`src/rtl/alu_issue_ctrl.sv`:
```
// Issue controller that registers one ALU request, holds operands through execution and
// keeps the result for writeback. Define ALU_ISSUE_TIMEOUT_EN to compile in the EXEC timeout.
module alu_issue_ctrl #(
  parameter int unsigned BIT_WIDTH      = 32,
  parameter int unsigned TIMEOUT_CYCLES = 64
) (
  input  logic                 clk,
  input  logic                 reset,
  input  logic                 in_valid,
  output logic                 in_ready,
  input  logic [BIT_WIDTH-1:0] in_opa,
  input  logic [BIT_WIDTH-1:0] in_opb,
  input  logic [4:0]           in_op,
  input  logic [4:0]           in_rd,
  output logic [BIT_WIDTH-1:0] AluA,
  output logic [BIT_WIDTH-1:0] AluB,
  output logic [4:0]           alucontrol,
  input  logic                 aludone,
  input  logic [BIT_WIDTH-1:0] alu_result,
  output logic                 out_valid,
  input  logic                 out_ready,
  output logic [BIT_WIDTH-1:0] out_data,
  output logic [4:0]           out_rd,
  output logic                 busy,
  output logic                 timeout_err
);

  localparam logic [1:0] StIdle = 2'd0;
  localparam logic [1:0] StExec = 2'd1;
  localparam logic [1:0] StResp = 2'd2;

  if (TIMEOUT_CYCLES < 2 || TIMEOUT_CYCLES > 65535) begin : g_bad_timeout
    $error("alu_issue_ctrl: TIMEOUT_CYCLES must lie in 2..65535");
  end

  logic [1:0]           state_q, state_d;
  logic [BIT_WIDTH-1:0] opa_q, opa_d;
  logic [BIT_WIDTH-1:0] opb_q, opb_d;
  logic [4:0]           op_q, op_d;
  logic [4:0]           rd_q, rd_d;
  logic [BIT_WIDTH-1:0] data_q, data_d;
  logic                 accept;

`ifdef ALU_ISSUE_TIMEOUT_EN
  localparam logic [15:0] TimeoutLast = 16'(TIMEOUT_CYCLES - 1);
  logic [15:0] cnt_q, cnt_d;
  logic        err_q, err_d;
  assign timeout_err = err_q;
`else
  assign timeout_err = 1'b0;
`endif

  // RESP can hand straight over to a new request in the same cycle the result drains.
  assign in_ready   = (state_q == StIdle) | ((state_q == StResp) & out_ready);
  assign accept     = in_valid & in_ready;
  assign busy       = (state_q == StExec) | (state_q == StResp);
  assign out_valid  = (state_q == StResp);
  assign AluA       = opa_q;
  assign AluB       = opb_q;
  assign alucontrol = op_q;
  assign out_data   = data_q;
  // rd_q only changes on accept, which in RESP coincides with the result draining.
  assign out_rd     = rd_q;

  always_comb begin
    state_d = state_q;
    opa_d   = opa_q;
    opb_d   = opb_q;
    op_d    = op_q;
    rd_d    = rd_q;
    data_d  = data_q;
`ifdef ALU_ISSUE_TIMEOUT_EN
    cnt_d   = cnt_q;
    err_d   = err_q;
`endif
    case (state_q)
      StIdle: begin
        if (accept) state_d = StExec;
      end
      StExec: begin
        if (aludone) begin
          data_d  = alu_result;
          state_d = StResp;
`ifdef ALU_ISSUE_TIMEOUT_EN
        end else if (cnt_q == TimeoutLast) begin
          data_d  = '0;
          err_d   = 1'b1;
          state_d = StResp;
        end else begin
          cnt_d = cnt_q + 16'd1;
`endif
        end
      end
      StResp: begin
        if (out_ready) state_d = accept ? StExec : StIdle;
      end
      default: state_d = StIdle;
    endcase
    if (accept) begin
      opa_d = in_opa;
      opb_d = in_opb;
      op_d  = in_op;
      rd_d  = in_rd;
`ifdef ALU_ISSUE_TIMEOUT_EN
      cnt_d = '0;
`endif
    end
  end

  always_ff @(posedge clk) begin
    if (reset) begin
      state_q <= StIdle;
      opa_q   <= '0;
      opb_q   <= '0;
      op_q    <= '0;
      rd_q    <= '0;
      data_q  <= '0;
`ifdef ALU_ISSUE_TIMEOUT_EN
      cnt_q   <= '0;
      err_q   <= 1'b0;
`endif
    end else begin
      state_q <= state_d;
      opa_q   <= opa_d;
      opb_q   <= opb_d;
      op_q    <= op_d;
      rd_q    <= rd_d;
      data_q  <= data_d;
`ifdef ALU_ISSUE_TIMEOUT_EN
      cnt_q   <= cnt_d;
      err_q   <= err_d;
`endif
    end
  end

endmodule

```
`config.mk`:
```
export PLATFORM = sky130hd
export DESIGN_NAME = alu_issue_ctrl
export DESIGN_NICKNAME = d
export VERILOG_FILES = /design/src/rtl/alu_issue_ctrl.sv
export SDC_FILE = /design/constraint.sdc
export NUM_CORES = 1
export LEC_CHECK = 0
export BUFFER_PORTS_ARGS = -buffer_cell sky130_fd_sc_hd__buf_4
export CORE_ASPECT_RATIO = 1.75
export CORE_MARGIN = 3
export CORE_UTILIZATION = 30
export CTS_CLUSTER_SIZE = 30
export DETAILED_ROUTE_END_ITERATION = 6
export PLACE_DENSITY = 0.67
export SKIP_CTS_REPAIR_TIMING = 1
export SLEW_MARGIN = 5
export SYNTH_ARGS = -nofsm -noshare
export SYNTH_HDL_FRONTEND = slang
export SYNTH_SLANG_ARGS = --single-unit
```
`constraint.sdc`:
```
create_clock -name clk -period 1.95 [get_ports clk]
set_input_delay 0.195 -clock clk [delete_from_list [all_inputs] [get_ports clk]]
set_output_delay 0.195 -clock clk [all_outputs]
set_load 0.1 [all_outputs]
```
==> results.yml <==
timing:
  slew_headroom_pct: 50.9
  hold_violations: 0
  min_period_over_period_pct: 94.3
  skew_ps: 9.65
  rsz0062_at_grt: "yes"
  slew_violations: 0
  setup_violations: 0
  hold-worst-slack_ps: 95.9
  fin_ws_ps: 110
  min_period_ps: 1840
  fmaxAchievable_mhz: 544
  worst_slew_pin_slew_ps: 737
routing:
  viasPerCell: 4.96
  routed_wirelength_um: 13000
  ant_nets: 0
  drtPass1Iterations: 6
  vias: 4290
  drc: 0
  drt_iter0_drc: 181
  wl_per_cell_um: 15.0
yosys:
  synthCells: 500
  syn-cell-area_um2: 4070
  synth_fa_ha_area_share_pct: 1.54
  synth-edff-count: 0
  synth-main-ff-cell: "dfxtp_1"
  ys_seq_area_share_pct: 53.1
  ys_types: 21
  synth-compound-area-share_pct: 23.1
  synth.avg_cell_area_um2: 8.14
  synth_top_family_by_area: "compound AO/OA/AOI/OAI gates"
  synth.yosys.warnings: 0
  synth_simple_gate_area_share_pct: 15.6
  synthMuxAreaShare_pct: 0.492
  synth_nets: 616
  synthXorXnorAreaFrac_pct: 0
  synthArstFlopShare_pct: 0
  ys_ff_latch: 108
global_route:
  grt_max_degree: 75
  gr-total-overflow: 0
  first_global_vias: 4237
  antenna_found_initial: 1
  grt_usage_pct: 16.7
  grt_pass1_wl_um: 20300
critical_path:
  critPathBufInv: 3
  slowest_delay_ps: 400
  start_kind: "flop"
  regToRegStartpoint: "state_q[0]"
  crit_slowest_cell: "dfxtp_1"
  path_cells: "inv_1 > ha_1 > a21oi_4 > inv_4 > buf_6"
  critical_path_required_ps: 1750
  crit_type: "flop to output port"
  path_max_fanout: 15
  cpLargestDelayFamily: "buffers and inverters"
  r2r_end: "AluA[16]"
  crit_arrival_ps: 1640
  reg2regPathDepth: 6
  end_kind: "output port"
  rrSetupSlack_ps: 130
floorplanning:
  dieHeight_um: 160
  io_pins: 221
  coreArea_um2: 13100
  die_w_um: 94.1
  die_area_um2: 15100
  rows: 55
  start_util_pct: 31.1
power_and_ir_drop:
  switching_share_pct: 43.4
  powerDensity_nw_per_um2: 1130
  combPwrFrac_pct: 38.1
  pwr-share-clk_pct: 25.7
  leakage_nw: 2.62
  internal_power_w: 0.00390
  switching_power_w: 0.00299
  ir_drop_v: 0.000456
  p_seq_share_pct: 36.2
clock_network:
  clk_pin_slew_ps: 80
  clock_sinks: 108
  clockBufferDepth: 2
  cts_buffers: 9
  clk_latency_ps: 340
  cts_tree: "done"
  cts_max_level: 3
  ctsRootBufferMaster: "clkbuf_16"
finish:
  final_common_cell: "buf_4"
  fin_nets: 804
  synthToLayoutAreaGrowth_pct: 50.5
  layout_common_cells: "buf_4, dfxtp_1, a21oi_1"
  drive_gt1_share_pct: 35.9
  fillers: 1325
min_path:
  hold_path_depth: 3
  hold_start: "alu_result[4]"
  min_to: "out_data[4]"
  min_path_type: "primary input to flop"
job:
  maxCapViolations: 0
place:
  pre_cts_slack_ps: 182
  gp_congestion: 0.799
  dp.final_hpwl_um: 9500
  portBuffers: 219
outcome:
  outcome: "completed"
==> logic make-up (layout without fill, tap and decap cells) <==
logic type      after synthesis  in the layout
mux                           2              2
simple gates                142            142
other cells                   1              2
fa+ha+maj                     5              5
flops                       108            108
buf+inv                      58            251
compound gates              184            184
==> worst max-delay path by stage <==
stage	slack (ps)	from	endpoint	depth (start not counted)
after floorplan	100	state_q[0]	AluA[10]	7
after global placement	320	state_q[0]	AluA[26]	6
after detailed placement	180	state_q[0]	AluA[16]	6
after CTS	-60	state_q[0]	in_ready	5
after global routing	-7	state_q[0]	AluB[7]	6
final	110	state_q[0]	in_ready	5
==> area by class of cell <==
| type | count | area, um^2 | share of cell area, % |
|---|---|---|---|
| clock inverter | 7 | 67.6 | 1.10 |
| multi-input combinational | 334 | 1670 | 27.2 |
| clock buffer | 9 | 225 | 3.68 |
| sequential | 108 | 2160 | 35.3 |
| antenna | 1 | 2.50 | 0.0408 |
| inverter | 6 | 25.0 | 0.408 |
| timing repair buffer | 229 | 1760 | 28.7 |
| tap | 171 | 214 | 3.49 |
==> tightest hold or removal path: cells and delay by family <==
kind	cells	cell delay [ps]
AND/OR/NAND/NOR	1	50
buffers and inverters	1	110
AO/OA/AOI/OAI	1	50
==> flip-flops by register name (all words and copies together), names as in the netlist <==
name and count:
out_data 32, AluA 32, state_q 2, out_rd 5, alucontrol 5, AluB 32
==> per-stage QoR <==
| stage | utilization, % | power, W | setup TNS [ps] | instances | instance area, um^2 |
|---|---|---|---|---|---|
| global route | 46.9 | 0.00720 | -16.1 | 865 | 6130 |
| detailed placement | 44.5 | 0.00518 | 0 | 848 | 5820 |
| finish | 46.9 | 0.00689 | 0 | 865 | 6130 |
| CTS | 46.8 | 0.00697 | -63.3 | 864 | 6120 |
| global placement | 44.5 | 0.00514 | 0 | 848 | 5820 |
| floorplan | - | 0.00451 | 0 | 500 | 4080 |
==> layer usage <==
| layer | routed length (um) | track usage [%] |
|---|---|---|
| met1 | 4530 | 17.3 |
| met2 | 7140 | 30.8 |
| met3 | 945 | 3.82 |
| met4 | 343 | 7.89 |
| met5 | 0 | 0 |
==> cell usage after synthesis, types with 2 or more instances <==
master / number / area [um^2]
ha_1: 5 / 62.6
buf_1: 12 / 45.0
nand3_1: 74 / 370
nand2_1: 65 / 244
dfxtp_1: 108 / 2160
buf_2: 17 / 85.1
o21ai_1: 74 / 370
a21oi_1: 106 / 531
inv_1: 4 / 15.0
inv_2: 2 / 7.51
mux2i_1: 2 / 20.0
nand2b_1: 2 / 12.5
clkbuf_1: 21 / 78.8
==> power groups by stage <==
stage | sequential (W) | clock (W) | combinational, W
floorplan | 0.00380 | 0 | 0.000712
global placement | 0.00254 | 0 | 0.00261
detailed placement | 0.00254 | 0 | 0.00263
CTS | 0.00250 | 0.00184 | 0.00264
global route | 0.00251 | 0.00193 | 0.00276
finish | 0.00249 | 0.00177 | 0.00263
(Power assumes the default switching activity.)
